`src/rtl/req_agent_pkg.sv`:
```
// Shared defaults for the request agent: port count, pending-counter width,
// starvation threshold and wait-counter width.
package req_agent_pkg;

  localparam int DEF_NUM_PORTS    = 17;
  localparam int DEF_CNT_W        = 4;
  localparam int DEF_STARVE_LIMIT = 15;
  localparam int WAIT_W           = 8;

endpackage

```
`src/rtl/req_agent_port.sv`:
```
// One requester lane: pending-request counter, grant acceptance, served pulse,
// starvation wait counter and sticky overflow flag.
module req_agent_port
  import req_agent_pkg::*;
#(
  parameter int CNT_W        = DEF_CNT_W,
  parameter int STARVE_LIMIT = DEF_STARVE_LIMIT
) (
  input  logic             clk,
  input  logic             reset_n,
  input  logic             push,
  input  logic             gnt,
  output logic             req,
  output logic [CNT_W-1:0] cnt,
  output logic             served,
  output logic             starve,
  output logic             ovf
);

  localparam logic [CNT_W-1:0]  CNT_MAX    = '1;
  localparam logic [WAIT_W-1:0] WAIT_LIMIT = WAIT_W'(STARVE_LIMIT);

  logic [CNT_W-1:0]  cnt_q;
  logic [WAIT_W-1:0] wcnt_q;
  logic              take;
  logic              full;
  logic              push_ok;
  logic              drop;

  assign req     = (cnt_q != '0);
  assign take    = gnt & req;
  assign full    = (cnt_q == CNT_MAX);
  // A grant in the same cycle frees a slot, so a push at max still lands.
  assign push_ok = push & (~full | take);
  assign drop    = push & full & ~take;
  assign cnt     = cnt_q;
  assign starve  = (wcnt_q == WAIT_LIMIT);

  always_ff @(posedge clk or negedge reset_n) begin
    if (!reset_n) begin
      cnt_q  <= '0;
      wcnt_q <= '0;
      served <= 1'b0;
      ovf    <= 1'b0;
    end else begin
      if (push_ok && !take) begin
        cnt_q <= cnt_q + 1'b1;
      end else if (take && !push_ok) begin
        cnt_q <= cnt_q - 1'b1;
      end
      served <= take;
      if (drop) begin
        ovf <= 1'b1;
      end
      if (take || !req) begin
        wcnt_q <= '0;
      end else if (wcnt_q != WAIT_LIMIT) begin
        wcnt_q <= wcnt_q + 1'b1;
      end
    end
  end

endmodule

```
`src/rtl/req_agent.sv`:
```
// Request agent in front of a fixed-priority arbiter: queues per-port request
// pulses, drives request levels and checks the returned grant vector.
module req_agent
  import req_agent_pkg::*;
#(
  parameter int NUM_PORTS    = DEF_NUM_PORTS,
  parameter int CNT_W        = DEF_CNT_W,
  parameter int STARVE_LIMIT = DEF_STARVE_LIMIT
) (
  input  logic                       clk,
  input  logic                       reset_n,
  input  logic [NUM_PORTS-1:0]       push_i,
  output logic [NUM_PORTS-1:0]       req_o,
  input  logic [NUM_PORTS-1:0]       gnt_i,
  output logic [NUM_PORTS-1:0]       served_o,
  output logic [NUM_PORTS*CNT_W-1:0] pend_cnt_o,
  output logic [NUM_PORTS-1:0]       starve_o,
  output logic [NUM_PORTS-1:0]       ovf_o,
  output logic                       err_o
);

  logic multi_hot;
  logic idle_gnt;

  for (genvar i = 0; i < NUM_PORTS; i++) begin : g_port
    req_agent_port #(
      .CNT_W        (CNT_W),
      .STARVE_LIMIT (STARVE_LIMIT)
    ) u_port (
      .clk     (clk),
      .reset_n (reset_n),
      .push    (push_i[i]),
      .gnt     (gnt_i[i]),
      .req     (req_o[i]),
      .cnt     (pend_cnt_o[i*CNT_W +: CNT_W]),
      .served  (served_o[i]),
      .starve  (starve_o[i]),
      .ovf     (ovf_o[i])
    );
  end

  // Clearing the lowest set bit leaves something only if two or more were set.
  assign multi_hot = |(gnt_i & (gnt_i - 1'b1));
  assign idle_gnt  = |(gnt_i & ~req_o);

  always_ff @(posedge clk or negedge reset_n) begin
    if (!reset_n) begin
      err_o <= 1'b0;
    end else if (multi_hot || idle_gnt) begin
      err_o <= 1'b1;
    end
  end

endmodule

```
`config.mk`:
```
export PLATFORM = sky130hd
export DESIGN_NAME = req_agent
export DESIGN_NICKNAME = d
export VERILOG_FILES = /design/src/rtl/req_agent_pkg.sv /design/src/rtl/req_agent_port.sv /design/src/rtl/req_agent.sv
export SDC_FILE = /design/constraint.sdc
export NUM_CORES = 1
export LEC_CHECK = 0
export BUFFER_PORTS_ARGS = -buffer_cell sky130_fd_sc_hd__buf_2
export CAP_MARGIN = 10
export CORE_MARGIN = 1.5
export CORE_UTILIZATION = 46
export CTS_CLUSTER_DIAMETER = 50
export CTS_CLUSTER_SIZE = 30
export DETAILED_ROUTE_END_ITERATION = 8
export MAX_ROUTING_LAYER = met4
export PLACE_DENSITY = 0.67
export SETUP_SLACK_MARGIN = 0.05
export SYNTH_ARGS = -nofsm -noshare
export SYNTH_HDL_FRONTEND = slang
export SYNTH_HIERARCHICAL = 1
export SYNTH_SLANG_ARGS = --single-unit
```
`constraint.sdc`:
```
create_clock -name clk -period 2.9 [get_ports clk]
set_input_delay 0.58 -clock clk [delete_from_list [all_inputs] [get_ports clk]]
set_output_delay 0.58 -clock clk [all_outputs]
set_load 0.005 [all_outputs]
```
==> summary.md <==
| Metric | Value |
|---|---|
| Result of the run | `finished, violations left` |
| Violated checks | `negative hold slack` |
| Mean number of vias per cell | `5.706` |
| Number of DRC violations after detailed routing | `0` |
| Clock network latency to the later pin of the worst-skew pair | `0.50 ns` |
| Max-capacitance violation count | `0` |
| RSZ-0062 raised after global routing | `false` |
| Die Y-Extent | `177.6 um` |
| # H-tree levels | `2` |
| Starting utilization of the core area | `47.09%` |
| Min-Delay Path Class | `in -> async` |
| Clock tree from TritonCTS | `built` |
| Placed wire-length estimate after detailed placement | `23910 um` |
| Fin. max-slew vios | `0` |
| Cell taking the most area after synthesis | `dfrtp_1` |
| Worst clock skew | `0.01356 ns` |
| Share of final-layout standard cells stronger than drive strength 1 | `24.68%` |
| Static Leakage | `7.258 nW` |
| Cell chosen for the clock root | `clkbuf_16` |
| Num CTS Buffers | `36` |
| Post-CTS setup buffer count | `0` |
| Maximum achievable frequency | `363.1 MHz` |
| Filler Cells Inserted | `2672` |
| Commonest cells in the synthesized netlist | `239 x dfrtp_1, 155 x a21oi_1, 103 x nand3_1, 88 x nor3_1, 87 x nand2_1` |
| Number of antenna violations at the first check in global routing | `0` |
| GRT Overall Usage | `21.83%` |
| Final GP Congestion | `0.8951` |
| Most instantiated flip-flop cell in the synthesis netlist | `dfrtp_1` |
| N_diodes | `0` |
| Number of enable-type register cells in the synthesized netlist | `0` |
| Area of the mapped netlist | `14030 um^2` |
| Synth unique cells | `42` |
| Aggregate global routing overflow | `0` |
| Slew Limit Headroom | `67.38%` |
| CP Data Required Time | `3.28 ns` |
| Number of buffers added to fix hold violations after cts | `0` |
| Area share of the leading cell type in the synthesized netlist | `42.63%` |
| Clock-pin slew on the worst setup and hold paths | `0.06 ns` |
| Final number of hold-violating endpoints | `4` |
| Area inside the core boundary | `29800 um^2` |
| Fin Hold WS | `-0.006251 ns` |
| Buffers added on ports | `172` |
| Largest net degree at the start of global routing | `83` |
| Time the worst path needs with I/O delays and setup | `2.754 ns` |
| Worst Max-Slew Pin Slew | `0.4894 ns` |
| WL per Instance | `15.73 um` |
| Crit Path Max Fanout | `6` |
| Via Count | `11936` |
| Num Clock Sinks | `239` |
| Drt first pass iters | `5` |
| Worst Setup End Kind | `register` |
| Setup crit start kind | `register` |
| Aggregate routed wire length | `32910 um` |
| Wire length of the first global-routing pass | `55310 um` |
| Syn_area_per_cell | `9.723 um^2` |
| Cells after synthesis | `1443` |
| Maximum vdd ir drop | `0.5839 mV` |
| Share of synthesized registers carrying an async set or reset | `100.0%` |
| Synthesis-to-finish area growth | `20.49%` |
| Synth warn | `6` |
| Crit Path Category | `reg -> reg` |
| Remaining number of nets flagged by the antenna check after routing | `0` |
| Proportion of synthesized chip area in sequential cells | `42.63%` |
| Critical path data arrival time | `3.14 ns` |
| Share of the core filled with cells in the final layout | `56.73%` |
| Number of DRC markers in iteration 0 | `707` |
| Die boundary width | `177.6 um` |
| Number of global-route vias before repair | `11337` |
| Summed negative setup slack over all endpoints | `0 ns` |
| Maximum number of buffers from clock root to sink | `3` |
| Total power density per cell area | `942.2 nW/um^2` |
| Final period utilization | `94.96%` |
| Flip-flop and latch count after synthesis | `239` |
| Full die area | `31560 um^2` |
| Nets | `1798` |
| Most repeated cell in the gate-level netlist after synthesis | `dfrtp_1` |
| Core Rows | `63` |
| # setup viols final | `0` |
| Net count after synthesis | `1564` |
| Number of top-level design ports | `173` |
| Most area-consuming cells after synthesis | `dfrtp_1 43%, ha_1 6.1%, a21oi_1 5.5%` |
worst paths after layout:
kind | end | slack [ns] | cells past startpoint | startpoint
worst max-delay path | g_port[0].u_port/cnt[3] | 0.15 | 9 | g_port[0].u_port/cnt[3]
worst min-delay path | g_port[2].u_port/cnt[1] | -0.006 | 1 | reset_n
worst max register to register | g_port[0].u_port/cnt[3] | 0.15 | 9 | g_port[0].u_port/cnt[3]
worst min register to register | g_port[4].u_port/ovf | 0.45 | 1 | g_port[4].u_port/ovf
max in group asynchronous | g_port[6].u_port/wcnt_q[2] | 2.10 | 2 | reset_n
min in group clk | g_port[14].u_port/ovf | 0.28 | 2 | push_i[14]
area by class of cell:
type                            instances  area (um^2)  share of cell area, %
Inverter                               58        217.7                  1.288
Clock inverter                         17        215.2                  1.273
Tap cell                              390        488.0                  2.887
Sequential cell                       239         5986                  35.41
Timing Repair Buffer                  230         1331                  7.876
Clock buffer                           46         1020                  6.033
Multi-Input combinational cell       1112         7646                  45.23
logic make-up (layout without fill, tap and decap cells):
| family | count (synthesis) | count (layout) | share of synthesized area, % |
|---|---|---|---|
| and+or+nand+nor | 604 | 604 | 25.65 |
| AOI/OAI and AO/OA | 354 | 354 | 15.09 |
| DFF | 239 | 239 | 42.63 |
| buffers and inverters | 92 | 351 | 3.371 |
| adders and majority gates | 86 | 86 | 8.562 |
| xor gates and xnor gates | 34 | 34 | 2.123 |
| muxes | 34 | 34 | 2.577 |
routing by layer:
layer / vias up / part of all wire [%] / track usage [%]
li1: 5868 / - / -
met1: 5798 / 46 / 28.67
met2: 229 / 48 / 35.48
met3: 41 / 4.3 / 3.449
met4: 0 / 1.7 / 5.147
met5: - / 0 / -
critical path: stages, from the launching register on:
cell      delay [ns]
dfrtp_2         0.45
or4_4           0.54
and2_4          0.19
inv_1           0.05
ha_2            0.22
inv_1           0.11
ha_1            0.36
or4_1           0.52
o211ai_1        0.11
o211ai_1        0.09
report_power, final:
part	switching (mW)	leakage, nW	total [mW]	internal, mW
Sequential	0.779	3.08	5.01	4.23
Clock	1.58	0.601	4.43	2.85
Combinational	3.29	3.57	6.48	3.20
Total	5.65	7.26	15.9	10.3
per-stage QoR:
step	total power [mW]	cells	hold WS [ns]	setup slack, ns	instance area, um^2
floorplan	9.070	1443	0.2844	0.1881	14030
global placement	11.21	2029	0.4336	0.1936	15590
detailed placement	11.45	2029	0.4391	0.1174	15590
CTS	16.00	2092	0.01745	0.07262	16830
global route	17.15	2092	0.03667	0.04837	16900
finish	15.93	2092	-0.006251	0.1463	16900
placed cells by master (no fill, tap or decap), types with 20 or more instances in the layout:
master,instances
a21oi_1,155
buf_2,171
buf_4,56
clkbuf_16,37
dfrtp_1,235
ha_1,48
inv_1,58
nand2_1,87
nand3_1,103
nand4_1,36
nor2_1,56
nor2b_1,20
nor3_1,88
o211ai_1,34
o21ai_0,71
or3_1,68
or4_4,34
xnor2_1,34
flip-flops by register name, indices dropped and copies added, names as in the netlist:
name and flops:
g_port.u_port/ovf 17, g_port.u_port/cnt 68, err_o 1, g_port.u_port/wcnt_q 136
g_port.u_port/served 17
repair_timing:
item                       in CTS  in global routing
gates resized for setup         0                 24
setup endpoints to repair       0                 16
hold endpoints to repair        0                  0
Power figures use the tool's default switching activity.
